===== src/rtl/axi_addr_ch_rx_mux.sv =====
// N-channel AXI address receiver: one FIFO per channel, round-robin merge
// into a single registered valid/ready output stream tagged with its channel.
// Ports: rx_clk/reset_; packed per-channel in_* beats with in_valid/in_ready;
// out_valid/out_ready with out_ch and beat fields; buf_level/buf_empty status.
module axi_addr_ch_rx_mux #(
  parameter int NUM_CH     = 2,
  parameter int BUF_SZ     = 16,
  parameter int ADDR_WIDTH = 32,
  parameter int ID_WIDTH   = 8,
  parameter int USER_WIDTH = 2,
  localparam int CH_W  = (NUM_CH > 1) ? $clog2(NUM_CH) : 1,
  localparam int LVL_W = $clog2(BUF_SZ) + 1
) (
  input  logic                           rx_clk,
  input  logic                           reset_,
  input  logic [NUM_CH*ID_WIDTH-1:0]     in_id,
  input  logic [NUM_CH*ADDR_WIDTH-1:0]   in_addr,
  input  logic [NUM_CH*8-1:0]            in_len,
  input  logic [NUM_CH*3-1:0]            in_size,
  input  logic [NUM_CH*2-1:0]            in_burst,
  input  logic [NUM_CH*3-1:0]            in_prot,
  input  logic [NUM_CH*4-1:0]            in_cache,
  input  logic [NUM_CH*USER_WIDTH-1:0]   in_user,
  input  logic [NUM_CH-1:0]              in_lock,
  input  logic [NUM_CH-1:0]              in_valid,
  output logic [NUM_CH-1:0]              in_ready,
  output logic                           out_valid,
  input  logic                           out_ready,
  output logic [CH_W-1:0]                out_ch,
  output logic [ID_WIDTH-1:0]            out_id,
  output logic [ADDR_WIDTH-1:0]          out_addr,
  output logic [7:0]                     out_len,
  output logic [2:0]                     out_size,
  output logic [1:0]                     out_burst,
  output logic [2:0]                     out_prot,
  output logic [3:0]                     out_cache,
  output logic [USER_WIDTH-1:0]          out_user,
  output logic                           out_lock,
  output logic [NUM_CH*LVL_W-1:0]        buf_level,
  output logic [NUM_CH-1:0]              buf_empty
);

  localparam int PTR_W = $clog2(BUF_SZ);
  localparam int ID_LO = 21;
  localparam int AD_LO = ID_LO + ID_WIDTH;
  localparam int US_LO = AD_LO + ADDR_WIDTH;
  localparam int EW    = US_LO + USER_WIDTH;

  logic [EW-1:0] mem [NUM_CH][BUF_SZ];

  logic [NUM_CH-1:0][PTR_W-1:0] wr_ptr_q, wr_ptr_d;
  logic [NUM_CH-1:0][PTR_W-1:0] rd_ptr_q, rd_ptr_d;
  logic [NUM_CH-1:0][LVL_W-1:0] level_q, level_d;
  logic [CH_W-1:0]              rr_ptr_q, rr_ptr_d;
  logic                         out_valid_q, out_valid_d;
  logic [CH_W-1:0]              out_ch_q, out_ch_d;
  logic [EW-1:0]                out_ent_q, out_ent_d;

  logic [NUM_CH-1:0][EW-1:0] in_ent;
  logic [NUM_CH-1:0]         full;
  logic [NUM_CH-1:0]         empty;
  logic [NUM_CH-1:0]         push;
  logic [NUM_CH-1:0]         pop;
  logic                      load;
  logic                      found;
  logic [CH_W-1:0]           gnt;
  logic [EW-1:0]             head;

  always_comb begin
    for (int i = 0; i < NUM_CH; i++) begin
      in_ent[i] = {in_user[i*USER_WIDTH +: USER_WIDTH],
                   in_addr[i*ADDR_WIDTH +: ADDR_WIDTH],
                   in_id[i*ID_WIDTH +: ID_WIDTH],
                   in_lock[i],
                   in_cache[i*4 +: 4],
                   in_prot[i*3 +: 3],
                   in_burst[i*2 +: 2],
                   in_size[i*3 +: 3],
                   in_len[i*8 +: 8]};
    end
  end

  // Full refuses writes even if the same FIFO pops this cycle.
  always_comb begin
    for (int i = 0; i < NUM_CH; i++) begin
      full[i]  = (level_q[i] == LVL_W'(BUF_SZ));
      empty[i] = (level_q[i] == '0);
      push[i]  = in_valid[i] & ~full[i];
    end
  end

  assign load = ~out_valid_q | out_ready;

  // Round-robin: first non-empty channel at or after rr_ptr, wrapping.
  always_comb begin
    int idx;
    idx   = 0;
    found = 1'b0;
    gnt   = '0;
    for (int k = 0; k < NUM_CH; k++) begin
      idx = int'(rr_ptr_q) + k;
      if (idx >= NUM_CH) idx = idx - NUM_CH;
      if (!found && !empty[idx]) begin
        found = 1'b1;
        gnt   = CH_W'(idx);
      end
    end
  end

  assign head = mem[gnt][rd_ptr_q[gnt]];

  always_comb begin
    for (int i = 0; i < NUM_CH; i++) begin
      pop[i] = load & found & (gnt == CH_W'(i));
    end
  end

  always_comb begin
    for (int i = 0; i < NUM_CH; i++) begin
      wr_ptr_d[i] = wr_ptr_q[i] + PTR_W'(push[i]);
      rd_ptr_d[i] = rd_ptr_q[i] + PTR_W'(pop[i]);
      level_d[i]  = level_q[i];
      if (push[i] && !pop[i]) begin
        level_d[i] = level_q[i] + LVL_W'(1);
      end else if (pop[i] && !push[i]) begin
        level_d[i] = level_q[i] - LVL_W'(1);
      end
    end
  end

  always_comb begin
    out_valid_d = out_valid_q;
    out_ch_d    = out_ch_q;
    out_ent_d   = out_ent_q;
    rr_ptr_d    = rr_ptr_q;
    if (load) begin
      out_valid_d = found;
      if (found) begin
        out_ch_d  = gnt;
        out_ent_d = head;
        if (int'(gnt) == NUM_CH - 1) begin
          rr_ptr_d = '0;
        end else begin
          rr_ptr_d = gnt + CH_W'(1);
        end
      end
    end
  end

  // Storage carries no reset; pointers and levels define validity.
  always_ff @(posedge rx_clk) begin
    for (int i = 0; i < NUM_CH; i++) begin
      if (push[i]) mem[i][wr_ptr_q[i]] <= in_ent[i];
    end
  end

  always_ff @(posedge rx_clk or negedge reset_) begin
    if (!reset_) begin
      wr_ptr_q    <= '0;
      rd_ptr_q    <= '0;
      level_q     <= '0;
      rr_ptr_q    <= '0;
      out_valid_q <= 1'b0;
      out_ch_q    <= '0;
      out_ent_q   <= '0;
    end else begin
      wr_ptr_q    <= wr_ptr_d;
      rd_ptr_q    <= rd_ptr_d;
      level_q     <= level_d;
      rr_ptr_q    <= rr_ptr_d;
      out_valid_q <= out_valid_d;
      out_ch_q    <= out_ch_d;
      out_ent_q   <= out_ent_d;
    end
  end

  assign in_ready  = ~full;
  assign buf_level = level_q;
  assign buf_empty = empty;
  assign out_valid = out_valid_q;
  assign out_ch    = out_ch_q;
  assign out_len   = out_ent_q[7:0];
  assign out_size  = out_ent_q[10:8];
  assign out_burst = out_ent_q[12:11];
  assign out_prot  = out_ent_q[15:13];
  assign out_cache = out_ent_q[19:16];
  assign out_lock  = out_ent_q[20];
  assign out_id    = out_ent_q[ID_LO +: ID_WIDTH];
  assign out_addr  = out_ent_q[AD_LO +: ADDR_WIDTH];
  assign out_user  = out_ent_q[US_LO +: USER_WIDTH];

endmodule


===== config.mk =====
export PLATFORM = sky130hd
export DESIGN_NAME = axi_addr_ch_rx_mux
export DESIGN_NICKNAME = d
export VERILOG_FILES = /design/src/rtl/axi_addr_ch_rx_mux.sv
export SDC_FILE = /design/constraint.sdc
export NUM_CORES = 2
export LEC_CHECK = 0
export ABC_CLOCK_PERIOD_IN_PS = 7100
export BUFFER_PORTS_ARGS = -buffer_cell sky130_fd_sc_hd__buf_2
export CORE_UTILIZATION = 60
export DETAILED_ROUTE_END_ITERATION = 6
export PLACE_DENSITY = 0.77
export SYNTH_ARGS = -nofsm -noshare
export SYNTH_HDL_FRONTEND = slang
export SYNTH_SLANG_ARGS = --single-unit

===== constraint.sdc =====
create_clock -name rx_clk -period 7.1 [get_ports rx_clk]
set_input_delay 0.71 -clock rx_clk [delete_from_list [all_inputs] [get_ports rx_clk]]
set_output_delay 0.71 -clock rx_clk [all_outputs]
set_load 0.01 [all_outputs]

; Word level (Yosys, flattened, before mapping)
; Memory sizes are Yosys's and may differ from the RTL's.
; Index checks and enable logic that the tools add are counted.
[word_totals]
reg_bits = 92
latchBits = 0
ram_bits = 2016
mem_bits_ro = 0
inputBits = 131
output_inout_bits = 79
elab_cells = 96
mem_count = 1
[mem_list]
columns = memory, depth, width, rd, rd_ports_with_merged_regs, wr, line_no
row1 = mem, 2, 1008, 1, 0, 2, 49  ; logic [EW-1:0] mem [NUM_CH][BUF_SZ];
[op_classes]
add_sub_neg = 12
multipliers = 0
div_mod_pow = 0
magnitude_cmp = 10
eq_ne = 2
shift = 0
n_mux = 30
bitwise = 14
n_reduce_logical = 17
[op_table]
columns = operator, n
row1 = $mux 1008, 2
row2 = $demux 63 s4, 2
row3 = $bmux 63 s4, 1
row4 = $mux 63, 4
row5 = $lt 32x3->1 const B, 2
row6 = $mux 32, 2
row7 = $mux 5, 4
row8 = $add 4x1->4, 4
row9 = $ge 5x5->1 const B, 3
row10 = $not 4->5, 3
row11 = $mux 1, 13
row12 = $add 5x1->5 const B, 2
row13 = $eq 5x5->1 const B, 2
row14 = $logic_not 5->1, 2
row15 = $lt 5x1->1 const B, 2
row16 = $sub 5x1->5 const B, 2
row17 = $mux 4, 2
row18 = $logic_and 1x1->1, 7
row19 = $and 1x1->1, 5
row20 = $logic_not 1->1, 5
row21 = $not 1->1, 4
row22 = $reduce_bool 2->1, 2
row23 = $sub 1x2->3 const B, 1
row24 = $sub 2x2->3 const B, 1
row25 = other kinds (8), 8

; Longest topological paths before layout
[depth]
ltp_word = 15
ltp_mapped = 15
mapped_depth_nobuf = 13

; Worst setup path before layout
; Ideal clock, no wire load.
[synth_timing]
kind = flip-flop to flip-flop
start = register level_q (netlist bit buf_level[0])
end = memory mem[0][1000] in the netlist's numbering, enable pin
setup_time_ps = 561
arrival_time_ps = 5491
required_time_ps = 6539
path_slack_ps = 1047
stages_incl_launch_ff = 6
n_path_buf = 0
period_less_slack_ps = 6053
cell_sequence = dfrtp_1 nor4_4 nand2_1 nand2_1 or3_1 nor3_1
[synth_rtl]
columns = item, line_no
row1 = start: declaration, 53  ; logic [NUM_CH-1:0][LVL_W-1:0] level_q, level_d;
row2 = start signal: assignment, 169  ; level_q <= level_d;
row3 = end: declaration, 49

; Worst setup path in the final report
[layout_timing]
start = register level_q (netlist bit buf_level[7])
end = register out_ent_q[44]
[layout_between]
elab_chain_len = 13
elab_cells_between_ends = 21
cone_classes = 15 x mux / 1 x bitwise / 4 x reduce/logical / 1 x memory
[layout_lines]
columns = item, line_no
row1 = $logic_not 5->1 (*), 87  ; empty[i] = (level_q[i] == '0);
row2 = $mux 1 (not written as such) (3 in series), 103  ; if (!found && !empty[idx]) begin
row3 = $logic_not 1->1, 103
row4 = $logic_and 1x1->1, 103
row5 = $mux 1, 103
row6 = $mux 4 (not written as such) (2 in series), 110  ; assign head = mem[gnt][rd_ptr_q[gnt]];
row7 = $not 4->5 (not written as such), 110
row8 = $bmux 63 s4, 110
row9 = $mux 63 (not written as such) (2 in series), 110
row10 = end signal: assignment, 173  ; out_ent_q <= out_ent_d;
row11 = end: declaration, 57  ; logic [EW-1:0] out_ent_q, out_ent_d;
; Mark *: on every way between the ends. The rest lies on a longest branch, timed or not. The select of a mux whose other input is x is not followed.
; A chain may end at the register's enable or synchronous reset.

==> metrics list <==
- The flow ran to the end, but the final reports show violations.
- Violated checks: DRC
* I/O Pins: 210
* Share of final-layout standard cells stronger than drive strength 1: 23.4%
- The path class of the tightest hold or removal check is in2reg.
- After the first detailed-routing iteration, the DRC count stood at 5766.
- Critical path peak fanout: 43
- Area Growth Syn to Fin: 12.1%
* Total number of nets in the final design: 4356
* Top cells by area, synth: sky130_fd_sc_hd__edfxtp_1, sky130_fd_sc_hd__mux4_2, sky130_fd_sc_hd__mux2i_1
* Prevailing post-synth register cell: sky130_fd_sc_hd__edfxtp_1
- Critical register-to-register path startpoint: buf_level[7]
- Post-synthesis cell type with the largest combined area: sky130_fd_sc_hd__edfxtp_1
- The congestion estimate from routability-driven global placement came to 0.817.
- Number of placement rows: 134
- Routed wire length: 203 mm
* Data required time at the worst endpoint: 7.81 ns
- In this run the horizontal extent of the chip is 370 um.
* Post-route minimum period: 4.83 ns
- Along the worst hold path, the cell count comes to 1.
- In this run, distinct cell masters in the synthesized netlist total 59.
- TritonCTS built the clock tree.
- Worst R2R End: out_ent_q[44]
- Clock buffer depth: 3
- The final hold violation count was 0.
- Number of register bits inferred by synthesis: 2108
- First-pass iteration count of the detailed router: 7
- Net Count, Synth: 4089
- Yosys printed 0 warnings.
- The number of antenna violations at the first check in global routing was 25.
* Clock root buffer: sky130_fd_sc_hd__clkbuf_16
- The critical path is of the reg2reg type.
- For this configuration, the core starts out at a cell density of 60.7%.
- Post-CTS Repair Setup Buffers: 0
* Data arrival time of the worst path: 5.53 ns
* Achievable clock frequency: 207 MHz
* Total via count in the routed design: 42100
* Max Slew Vio Count: 0
- The first global-routing pass estimated 291 mm of wire.
* Total core area: 134000 sq um
- Detail Route Antenna Nets: 0
- The worst hold path terminates at mem[0][198].
- Worst slew margin relative to its limit: 9.28%
- Buffers placed on the I/O ports in this run total 209.
* R2R cell count: 8
- Count of maximum capacitance violations: 0
- Area of all placed cells without fillers: 91000 sq um
* Total negative slack for setup checks: 0 ns
- STA classifies the critical path startpoint as a flop.
- Dpl hpwl: 108 mm
* Post-route DRC: 44
- Pin count of the biggest net entering global routing: 165
* Mean instance size in the synthesized netlist: 20.6 sq um
* Worst-Skew Late Latency: 0.83 ns
* Power Density: 415 nW/um^2
* Die footprint: 137000 sq um
* TritonCTS sink count: 2108
* Start point of the worst hold path: in_size[1]
- For this run, the register share of the synthesized area comes to 77.4%.
- Clock edge transition at the registers on the reported setup and hold paths: 0.06 ns
- Final critical-path share of the clock period: 68.0%
* Flop2flop setup slack: 2.27 ns
- Worst-margin pin slew: 1.36 ns
* Total of endpoints with negative setup slack in the final report: 0
- Across the routed clock network, the largest skew measured is 0.0267 ns.
- Netlist area before placement: 81200 sq um
- P_leak: 30.3 nW
- Vertical extent of the die: 370 um
* Area share of the largest cell type after synthesis: 74.6%
- Across all hold checks on the routed design, the worst slack comes to 0.250 ns.
* Number of flops mapped to enable cells by yosys: 2016
- Setup repair after global routing missed its margin: no
- The placed instances occupy a cell area of 84500 sq um.
* Global-route total usage across every layer: 30.0%
* Worst Setup End Kind: flop
- Synthesis produced a netlist whose cell count is 3940.
* Final routed wire length divided by cell count: 32.9 um
* Post-synthesis async set-or-reset flop share: 4.36%
* H-tree depth: 4
- Peak ir drop on the vdd network: 738 uV
* Vias per cell: 6.83
* Total global routing overflow: 0
- Number of global-route vias before repair: 41900
* Clock buffer count from CTS: 200
per-stage QoR:
stage	setup WS [ns]	instances	util (%)	power [mW]
after floorplan	1.05	3940	-	23.5
after global placement	2.62	5771	63.1	27.0
after detailed placement	2.41	5771	63.1	27.3
after CTS	2.40	6147	68.0	37.8
after global routing	2.16	6157	68.0	38.9
final	2.27	6167	68.0	37.8
cell usage after synthesis (all sizes together) (3+ instances only):
cell / n
edfxtp: 2016
mux4: 381
mux2i: 374
nand2: 258
buf: 118
a211oi: 111
clkbuf: 111
dfrtp: 92
and3: 64
o22ai: 62
nand3: 58
a31oi: 52
nor2: 35
a21oi: 31
ha: 16
nor4: 15
inv: 13
mux2: 13
nor2b: 13
a221oi: 11
a32o: 11
o2bb2ai: 11
xnor2: 11
nand2b: 8
nor3: 8
o21ai: 8
xor2: 7
a21o: 6
a2111oi: 3
placed cells by master, fill, tap and decap left out, types with 51 or more instances in the layout:
master / n
sky130_fd_sc_hd__buf_2: 208
sky130_fd_sc_hd__o22ai_1: 62
sky130_fd_sc_hd__dfrtp_1: 87
sky130_fd_sc_hd__edfxtp_1: 2016
sky130_fd_sc_hd__mux2i_1: 374
sky130_fd_sc_hd__clkbuf_16: 206
sky130_fd_sc_hd__buf_4: 76
sky130_fd_sc_hd__nand2_1: 256
sky130_fd_sc_hd__clkbuf_1: 55
sky130_fd_sc_hd__nand3_1: 58
sky130_fd_sc_hd__mux4_2: 381
sky130_fd_sc_hd__a211oi_1: 111
sky130_fd_sc_hd__a31oi_1: 51
sky130_fd_sc_hd__and3_1: 64
registers in the layout, indices dropped and copies added, names as in the netlist:
signal	flops
out_ent_q	63
out_valid	1
wr_ptr_q	8
out_ch	1
rr_ptr_q	1
buf_level	10
mem	2016
rd_ptr_q	8
worst max path at each step:
stage                             from            end  slack (ns)
after floorplan           buf_level[0]   mem[0][1000]        1.05
after global placement    buf_level[7]  out_ent_q[44]        2.62
after detailed placement  buf_level[7]  out_ent_q[44]        2.41
after CTS                 buf_level[7]  out_ent_q[28]        2.40
after global routing      buf_level[7]  out_ent_q[44]        2.16
final                     buf_level[7]  out_ent_q[44]        2.27
power by group:
part / switching [mW] / internal [mW] / leakage, nW
logic: 6.83 / 4.42 / 7.86
clock network: 4.50 / 6.04 / 3.18
registers: 0.877 / 15.1 / 19.2
total: 12.2 / 25.6 / 30.3
layout make-up:
cell class | instances | area [sq um]
inverter | 14 | 55.1
fill | 8077 | 42800
multi-input combinational | 1589 | 17600
clock buffer | 274 | 5540
clock inverter | 101 | 945
tap | 1768 | 2210
sequential | 2108 | 62900
timing repair buffer | 294 | 1790
antenna | 19 | 47.5
logic make-up (layout without fill, tap and decap cells):
| logic type | after synthesis | after routing | synth area share [%] |
|---|---|---|---|
| flops | 2108 | 2108 | 77.4 |
| mux | 768 | 768 | 15.4 |
| simple gates | 474 | 474 | 2.73 |
| compound gates | 311 | 311 | 2.72 |
| buf+inv | 243 | 683 | 1.32 |
| fa+ha+maj | 18 | 18 | 0.296 |
| xor+xnor | 18 | 18 | 0.194 |
| other cells | 0 | 19 | 0 |
routing by layer:
metal  up-vias  track usage [%]  wire length (um)
met2      2928             45.7             95200
met3       443             7.16             25000
li1      16800                -                 -
met5         -                0                81
met1     21900             43.3             76300
met4        14             10.4              6480
worst max-delay path: stages (launching register included):
cell and delay (ns):
sky130_fd_sc_hd__dfrtp_1 0.43, sky130_fd_sc_hd__nor4_1 0.73, sky130_fd_sc_hd__nand2_4 0.55, sky130_fd_sc_hd__buf_4 0.53, sky130_fd_sc_hd__and3_1 0.32, sky130_fd_sc_hd__o211ai_4 0.72
sky130_fd_sc_hd__buf_4 0.84, sky130_fd_sc_hd__o221ai_1 0.26, sky130_fd_sc_hd__a2111oi_0 0.30
repair_timing:
item,4_1_cts,5_1_grt
endpoints found under the hold margin,46,0
gates resized for setup,0,0
hold buffers,1,0
Note: power is estimated with default switching activity, not from simulation.
